==> config.mk <==
export PLATFORM = sky130hd
export DESIGN_NAME = sample_loss_monitor
export DESIGN_NICKNAME = d
export VERILOG_FILES = /design/src/rtl/sample_loss_pkg.sv /design/src/rtl/sample_loss_monitor_sat_counter.sv /design/src/rtl/sample_loss_monitor.sv
export SDC_FILE = /design/constraint.sdc
export NUM_CORES = 1
export LEC_CHECK = 0
export ABC_AREA = 1
export BUFFER_PORTS_ARGS = -buffer_cell sky130_fd_sc_hd__buf_4
export CORE_UTILIZATION = 30
export CTS_CLUSTER_SIZE = 20
export DETAILED_ROUTE_END_ITERATION = 8
export GPL_TIMING_DRIVEN = 0
export PLACE_DENSITY_LB_ADDON = 0.3
export SKIP_CTS_REPAIR_TIMING = 1
export SKIP_LAST_GASP = 1
export SYNTH_ARGS = -nofsm -noshare
export SYNTH_HDL_FRONTEND = slang
export SYNTH_SLANG_ARGS = --single-unit
==> constraint.sdc <==
create_clock -name slow_clk -period 5 [get_ports slow_clk]
set_input_delay 0 -clock slow_clk [delete_from_list [all_inputs] [get_ports slow_clk]]
set_output_delay 0 -clock slow_clk [all_outputs]
set_load 0.01 [all_outputs]
==> src/rtl/sample_loss_pkg.sv <==
// Shared types and constants for the sample loss monitor.
package sample_loss_pkg;

  typedef enum logic {IDLE, TRACK} state_e;

  typedef enum logic [1:0] {OK, DUP, BACK} cls_e;

  localparam int HIST_BINS = 4;
  // Lower gap bound of bins 1, 2 and 3; bin0 holds gap 0.
  localparam int BIN1_LO   = 1;
  localparam int BIN2_LO   = 2;
  localparam int BIN3_LO   = 4;

  function automatic cls_e classify(input logic zero_delta, input logic back_half);
    if (zero_delta) return DUP;
    if (back_half)  return BACK;
    return OK;
  endfunction

endpackage

==> src/rtl/sample_loss_monitor_sat_counter.sv <==
// Saturating accumulator: adds inc_i + add_i per cycle, clr_i zeroes the old value first.
module sat_counter #(
  parameter int W = 32
) (
  input  logic         clk_i,
  input  logic         rst_ni,
  input  logic         clr_i,
  input  logic         inc_i,
  input  logic [W-1:0] add_i,
  output logic [W-1:0] cnt_o
);

  logic [W-1:0] cnt_q, cnt_d, base;
  logic [W+1:0] sum;

  always_comb begin
    base  = clr_i ? '0 : cnt_q;
    sum   = {2'b00, base} + {2'b00, add_i} + (W+2)'(inc_i);
    cnt_d = (|sum[W+1:W]) ? '1 : sum[W-1:0];
  end

  always_ff @(posedge clk_i or negedge rst_ni) begin
    if (!rst_ni) cnt_q <= '0;
    else         cnt_q <= cnt_d;
  end

  assign cnt_o = cnt_q;

endmodule

==> src/rtl/sample_loss_monitor.sv <==
// Sequence-number loss monitor for the slow side of data_sampler; forwards samples with their gap.
// Optional gap histogram built when SAMPLE_LOSS_HIST_EN is defined, otherwise hist_o is 0.
import sample_loss_pkg::*;

module sample_loss_monitor #(
  parameter int DATA_W = 64,
  parameter int SEQ_W  = 16,
  parameter int CNT_W  = 32
) (
  input  logic                 slow_clk,
  input  logic                 rst,
  input  logic                 clear_i,
  input  logic [DATA_W-1:0]    data_i,
  input  logic                 valid_i,
  output logic [DATA_W-1:0]    data_o,
  output logic                 valid_o,
  output logic [SEQ_W-1:0]     gap_o,
  output logic [CNT_W-1:0]     captured_cnt_o,
  output logic [CNT_W-1:0]     dropped_cnt_o,
  output logic [CNT_W-1:0]     err_cnt_o,
  output logic [SEQ_W-1:0]     max_gap_o,
  output logic                 err_o,
  output logic                 tracking_o,
  output logic [4*CNT_W-1:0]   hist_o
);

  localparam int WW = (SEQ_W > CNT_W) ? SEQ_W : CNT_W;

  state_e              state_q, eff_state;
  cls_e                cls;
  logic [SEQ_W-1:0]    seq, delta, gap, last_seq_q, gap_q, max_gap_q;
  logic [DATA_W-1:0]   data_q;
  logic                valid_q, err_q;
  logic                first_s, track_s, good_s, err_s;
  logic [WW-1:0]       gap_w;
  logic [CNT_W-1:0]    drop_add;

  // clear_i in the same cycle as a sample makes that sample an IDLE first sample.
  always_comb begin
    seq       = data_i[SEQ_W-1:0];
    eff_state = clear_i ? IDLE : state_q;
    delta     = seq - last_seq_q;
    cls       = classify(delta == '0, delta[SEQ_W-1]);
    first_s   = valid_i && (eff_state == IDLE);
    track_s   = valid_i && (eff_state == TRACK);
    good_s    = track_s && (cls == OK);
    err_s     = track_s && (cls != OK);
    gap       = good_s ? (delta - SEQ_W'(1)) : '0;
  end

  assign gap_w    = WW'(gap);
  assign drop_add = (gap_w > WW'({CNT_W{1'b1}})) ? '1 : CNT_W'(gap_w);

  always_ff @(posedge slow_clk or negedge rst) begin
    if (!rst) begin
      state_q    <= IDLE;
      last_seq_q <= '0;
      valid_q    <= 1'b0;
      data_q     <= '0;
      gap_q      <= '0;
      max_gap_q  <= '0;
      err_q      <= 1'b0;
    end else begin
      valid_q <= valid_i;
      if (valid_i) begin
        data_q <= data_i;
        gap_q  <= gap;
      end
      if (clear_i) begin
        state_q   <= IDLE;
        max_gap_q <= '0;
        err_q     <= 1'b0;
      end
      if (good_s && (gap > max_gap_q)) max_gap_q <= gap;
      if (err_s)   err_q      <= 1'b1;
      if (valid_i) state_q    <= TRACK;
      if (first_s || good_s) last_seq_q <= seq;
    end
  end

  sat_counter #(.W(CNT_W)) u_cap (
    .clk_i(slow_clk), .rst_ni(rst), .clr_i(clear_i),
    .inc_i(valid_i), .add_i('0), .cnt_o(captured_cnt_o)
  );

  sat_counter #(.W(CNT_W)) u_drop (
    .clk_i(slow_clk), .rst_ni(rst), .clr_i(clear_i),
    .inc_i(1'b0), .add_i(drop_add), .cnt_o(dropped_cnt_o)
  );

  sat_counter #(.W(CNT_W)) u_err (
    .clk_i(slow_clk), .rst_ni(rst), .clr_i(clear_i),
    .inc_i(err_s), .add_i('0), .cnt_o(err_cnt_o)
  );

`ifdef SAMPLE_LOSS_HIST_EN
  localparam int GW = (SEQ_W > 32) ? SEQ_W : 32;

  logic [GW-1:0]        gap_g;
  logic [HIST_BINS-1:0] bin_hit;

  assign gap_g = GW'(gap);

  always_comb begin
    bin_hit = '0;
    if (good_s) begin
      if      (gap_g < GW'(BIN1_LO)) bin_hit[0] = 1'b1;
      else if (gap_g < GW'(BIN2_LO)) bin_hit[1] = 1'b1;
      else if (gap_g < GW'(BIN3_LO)) bin_hit[2] = 1'b1;
      else                           bin_hit[3] = 1'b1;
    end
  end

  for (genvar b = 0; b < HIST_BINS; b++) begin : g_bin
    sat_counter #(.W(CNT_W)) u_bin (
      .clk_i(slow_clk), .rst_ni(rst), .clr_i(clear_i),
      .inc_i(bin_hit[b]), .add_i('0), .cnt_o(hist_o[b*CNT_W +: CNT_W])
    );
  end
`else
  assign hist_o = '0;
`endif

  assign valid_o    = valid_q;
  assign data_o     = data_q;
  assign gap_o      = gap_q;
  assign max_gap_o  = max_gap_q;
  assign err_o      = err_q;
  assign tracking_o = (state_q == TRACK);

endmodule

* Word-level counts from Yosys, hierarchy flattened
Cells that the tools add are included.
Operators by class: $add $sub $neg 5, bitwise logic cells 1, magnitude comparators 2, reductions and logical operators 14, mux-type cells 21
Operator list (count):
- 32-bit two-way mux | 7
- 32-bit by 1-bit adder with 33-bit output | 2
- 16-bit two-way mux | 3
- 32-bit by 32-bit adder with 33-bit output | 1
- 16-bit by 32-bit > comparator with 1-bit output (second input constant) | 1
- 16-bit > comparator | 1
- 16-bit logical NOT | 1
- 16-bit by 1-bit subtractor with 16-bit output (second input constant) | 1
- 16-bit subtractor | 1
- 2-bit two-way mux | 4
- 1-bit two-way mux | 7
- 2-bit nonzero test | 3
- 2-bit OR reduction | 3
- 1-bit logical AND | 5
- 2-bit logical NOT | 1
- 1-bit logical OR | 1
- 1-bit inverter | 1
Word-level totals: word-level logic and storage cells 53, output and inout bits 323, input bits 68, flip-flop bits (word level) 211

* Depth between registers and ports, before layout
depth in word-level cells 14, gate-level depth with buffers 36, gate-level depth less buffers 35

* Modules after synthesis
From an unflattened synthesis, not the netlist that was laid out.
Second synthesis, totals: cells, all modules 3006, area, all modules 18980.7 um2
Modules (own cells, without submodules):
- sample_loss_monitor | seq. area each 2877.8 um2, times used 1, area each 7320.8 um2, cells each 979
- sat_counter (u_cap) | seq. area each 800.8 um2, times used 1, area each 3926.3 um2, cells each 675
- sat_counter (u_err) | seq. area each 800.8 um2, times used 1, area each 3870.0 um2, cells each 677
- sat_counter (u_drop) | seq. area each 800.8 um2, times used 1, area each 3863.7 um2, cells each 675

* Worst setup path before layout
No wires, ideal clock.
path type register -> register, start register last_seq_q[0], end register u_drop.cnt_q[7], in the netlist u_drop.cnt_o[7], library setup time 0.120 ns, data arrival time 4.599 ns, clock period less this slack 4.719 ns, setup slack 0.281 ns, stages on the path, launching flop included 33, data required time 4.880 ns, buffers on the path 3, cell sequence dfrtp_1 -> ha_1 -> inv_1 -> fa_1 -> inv_1 -> ha_1 -> inv_1 -> a21oi_1 -> nand3_1 -> nor2_1 -> nand2_1 -> nor3_1 -> nand3_1 -> nand3_1 -> buf_2 -> clkbuf_1 -> nor2_1 -> fa_1 -> nand2_1 -> nand2_1 -> a21oi_1 -> o21ai_0 -> a31oi_1 -> nor2_1 -> nor2_1 -> o21ai_0 -> nand2_1 -> o21ai_4 -> nand2_4 -> nand2_8 -> nand4_4 -> buf_6 -> nand2_2
Between the ends: longest elaborated chain between the ends 13, elaborated cells between the ends (all ways) 17, those cells by class add/sub (3); order compare (1); mux (9); reduce/logical (4)
RTL lines:
- start: declaration | RTL line sample_loss_monitor.sv:31 | logic [SEQ_W-1:0] seq, delta, gap, last_seq_q, gap_q, max_gap_q;
- start signal: assignment | RTL line sample_loss_monitor.sv:77 | if (first_s || good_s) last_seq_q <= seq;
- 16-bit subtractor * | RTL line sample_loss_monitor.sv:42 | delta = seq - last_seq_q;
- branches (longest 6 deep; another with 16-bit by 1-bit subtractor with 16-bit output)
- 16-bit two-way mux * | RTL line sample_loss_monitor.sv:48 | gap = good_s ? (delta - SEQ_W'(1)) : '0;
- 16-bit by 32-bit > comparator with 1-bit output | RTL line sample_loss_monitor.sv:52 | assign drop_add = (gap_w > WW'({CNT_W{1'b1}})) ? '1 : CNT_W'(gap_w);
- 32-bit two-way mux * | RTL line sample_loss_monitor.sv:52
- via drop_add[1] | RTL line sample_loss_monitor.sv:36 | logic [CNT_W-1:0] drop_add;
- 32-bit by 32-bit adder with 33-bit output * | RTL line sample_loss_monitor_sat_counter.sv:18 | sum = {2'b00, base} + {2'b00, add_i} + (W+2)'(inc_i);
- 2-bit OR reduction | RTL line sample_loss_monitor_sat_counter.sv:19 | cnt_d = (|sum[W+1:W]) ? '1 : sum[W-1:0];
- 32-bit two-way mux * | RTL line sample_loss_monitor_sat_counter.sv:19
- via u_drop.cnt_d[7] | RTL line sample_loss_monitor_sat_counter.sv:13 | logic [W-1:0] cnt_q, cnt_d, base;
- end signal: assignment | RTL line sample_loss_monitor_sat_counter.sv:24 | else cnt_q <= cnt_d;
- end: declaration | RTL line sample_loss_monitor_sat_counter.sv:13
Mark *: on every way through the listed nets, which the timed path passes. The select of a mux whose other input is x is not followed. A chain may end at the register's enable or synchronous reset.

* Worst setup path after layout
start register last_seq_q[0], end register u_err.cnt_q[31], in the netlist u_err.cnt_o[31]
Between the ends: longest elaborated chain between the ends 10, elaborated cells between the ends (all ways) 13, those cells by class add/sub (2); mux (7); reduce/logical (4)
RTL lines:
- 16-bit subtractor * | RTL line sample_loss_monitor.sv:42
- 1-bit two-way mux (2 in series) | RTL line sample_loss_pkg.sv:16 | if (back_half) return BACK;
- 2-bit two-way mux | RTL line sample_loss_pkg.sv:17 | return OK;
- 2-bit two-way mux * | RTL line sample_loss_pkg.sv:16
- 2-bit nonzero test * | RTL line sample_loss_monitor.sv:47 | err_s = track_s && (cls != OK);
- 1-bit logical AND * | RTL line sample_loss_monitor.sv:47
- via err_s | RTL line sample_loss_monitor.sv:34 | logic first_s, track_s, good_s, err_s;
- 32-bit by 1-bit adder with 33-bit output * | RTL line sample_loss_monitor_sat_counter.sv:18
- 2-bit OR reduction | RTL line sample_loss_monitor_sat_counter.sv:19
- 32-bit two-way mux * | RTL line sample_loss_monitor_sat_counter.sv:19
- via u_err.cnt_d[31] | RTL line sample_loss_monitor_sat_counter.sv:13
- end signal: assignment | RTL line sample_loss_monitor_sat_counter.sv:24
- end: declaration | RTL line sample_loss_monitor_sat_counter.sv:13
Mark *: on every way through the listed nets, which the timed path passes. The rest lies on a longest branch. The select of a mux whose other input is x is not followed.

==> results_dict.tcl <==
set metrics [dict create \
    synth_area_per_cell_um2 7.31 \
    finalNetCount 2506 \
    pre_cts_ws_ns -0.901 \
    chipWidth_um 215 \
    numCtsBuffers 27 \
    cp-endpoint "u_err.cnt_o[31]" \
    reg2reg_depth 32 \
    r2r_slack_ns 0.18 \
    first_pass_iters 5 \
    rr_endpoint "u_err.cnt_o[31]" \
    endpoint_kind "flip-flop" \
    ys.flop_type "dfrtp_1" \
    cts_tree "done" \
    finalPower_mw 5.67 \
    slowest_stage "fa_2" \
    pin_count 391 \
    synth_seq_area_share_pct 38.9 \
    holdWs_ns 0.120 \
    min_period_ns 4.82 \
    synth_edf_count 0 \
    diodes 0 \
    via_count 13000 \
    postRouteAntennaNets 0 \
    insertion_delay_ns 0.56 \
    grt-ovfl-total 0 \
    p_leak_nw 10.1 \
    maxSlewViolCount 0 \
    worstSetupPathType "reg2reg" \
    clkSinkCount 211 \
    maxCapViolCount 0 \
    tightestPinTransition_ns 0.847 \
    fin_ws_ns 0.177 \
    fin_crit_sh_pct 96.5 \
    ys_async_sr_fraction_pct 100 \
    relSlewSlack_pct 43.6 \
    fp.dieH_um 215 \
    core_area_um2 44400 \
    grt_max_degree 112 \
    drc_errors 0 \
    reg2reg_from "last_seq_q[0]" \
    root_buffer "clkbuf_16" \
    viasPerCell 4.35 \
    place_inst 2837 \
    drive_gt1_share_pct 25.7 \
    synth.distinct_cells 53 \
    grt_pass1_wl_mm 64.7 \
    clkTransAtPathRegs_ns 0.06 \
    startpoint_type "flip-flop" \
    crit_fanout 7 \
    syn-cell-area_um2 13600 \
    ir_drop_uv 228 \
    htreeDepth 1 \
    start_util_pct 30.5 \
    synthToLayoutAreaGrowth_pct 40.7 \
    hold_path_class "in2async" \
    drt_iter0_markers 723 \
    finalHoldViolations 0 \
    status "finished clean" \
    rsz0062_at_grt "yes" \
    place.gp.congestion 0.884 \
    dp_hpwl_mm 31.6 \
    wirelength_mm 42.7 \
    cp.arrival_ns 5.30 \
    antenna_found_initial 0 \
    max_freq_mhz 207 \
    final-setup-viol-count 0 \
    num_rows 77 \
    critPathMaxStageDelay_ns 0.42 \
    crit_start "last_seq_q[0]" \
    synthCells 1856 \
    grt_usage_pct 17.4 \
    powerDensity_nw_per_um2 297 \
    synth-seq-cells 211 \
    wire_per_inst_um 14.3 \
    dieArea_um2 46100 \
    clock_skew_ns 0.0225 \
    clk_path_buf_depth 3 \
    critPathRequiredTime_ns 5.47 \
    fin_cells 2995 \
    path_common_cell "nor2_4" \
    grt_pass1_vias 12000 \
    portBuffers 261 \
    synth_warnings 0 \
]
## area by class of cell
| cell class | count | area [µm²] |
|---|---|---|
| fillers | 4492 | 25300 |
| multi-input cells | 1311 | 6860 |
| flip-flops and latches | 211 | 5280 |
| repair buffers | 372 | 3020 |
| plain buffers | 169 | 1180 |
| inverters | 292 | 1100 |
| clock buffers | 37 | 743 |
| well taps | 592 | 741 |
| clock inverters | 11 | 169 |
## registers in the layout (all words and copies together), names as in the netlist, 16 cells and up
| register | count |
|---|---|
| gap_o | 16 |
| last_seq_q | 16 |
| data_o | 64 |
| max_gap_o | 16 |
| u_err.cnt_o | 32 |
| u_cap.cnt_o | 32 |
| u_drop.cnt_o | 32 |
## layout by cell type, fill, tap and decap left out, types with 11 or more instances in the layout
cell / instances
nor2_1: 195
nor2_4: 17
buf_4: 428
dfrtp_1: 211
nand3_1: 120
o21ai_0: 39
xnor2_1: 11
clkbuf_1: 35
xor2_1: 21
a21oi_1: 25
inv_1: 282
o22ai_1: 16
or2_2: 11
nand2_2: 32
ha_1: 45
dlygate4sd3_1: 68
nand2_1: 484
nor3_1: 20
clkbuf_16: 28
nand4_1: 39
nand3_2: 15
conb_1: 128
## report_power, final
| group | internal (mW) | switching, mW | total (mW) | leakage (nW) |
|---|---|---|---|---|
| sequential | 1.86 | 0.0905 | 1.95 | 2.78 |
| clock | 1.24 | 0.797 | 2.04 | 0.444 |
| combinational | 0.685 | 0.997 | 1.68 | 6.83 |
| total | 3.79 | 1.88 | 5.67 | 10.1 |
## metal layers
layer	global-route usage, %	wire length [µm]
met5	0	0
met4	3.95	618
met3	2.23	1810
met2	29.9	21000
met1	23.1	19300
## cell usage after synthesis, drive strengths merged (26+ instances only)
master / n / area, µm²
a21oi: 29 / 153
buf: 137 / 1020
clkbuf: 32 / 120
dfrtp: 211 / 5280
ha: 52 / 651
inv: 292 / 1100
nand2: 519 / 2020
nand3: 141 / 768
nand4: 41 / 287
nor2: 216 / 878
nor3: 26 / 140
o21ai: 43 / 226
## kinds of logic after synthesis
logic type	share of synthesized area [%]
mux	0.157
xor+xnor	2.07
compound gates	5.05
simple gates	32.2
fa+ha+maj	5.09
buf+inv	16.5
other cells	0.0276
flops	38.9
## through the flow
step           setup TNS [ns]  utilization, %  cell area, µm²
4_1_cts                -29.38            39.8           17700
3_5_place_dp           -32.26            37.8           16800
2_1_floorplan               0               -           14000
6_report                    0            43.0           19100
3_3_place_gp           -34.89            37.7           16700
5_1_grt                 -1.25            43.0           19100
## critical path, delay by kind of cell, from the launching register on
family                   cells  cell delay, ns
flip-flops                   1            0.39
AND/OR/NAND/NOR             18            2.56
buffers and inverters        6            0.39
AO/OA/AOI/OAI                3            0.36
adder cells (fa/ha/maj)      5            1.05
## how the worst min path moves through the flow
stage,depth (start not counted),from,endpoint,slack [ns]
CTS,1,rst,data_o[54],-0.48
global route,4,data_i[17],data_o[17],0.17
finish,2,rst,data_o[53],0.12
global placement,3,data_i[57],data_o[57],0.20
detailed placement,1,rst,data_o[61],0.13
floorplan,0,rst,data_o[0],-0.30
No activity file was read; power rests on OpenSTA's default activity.
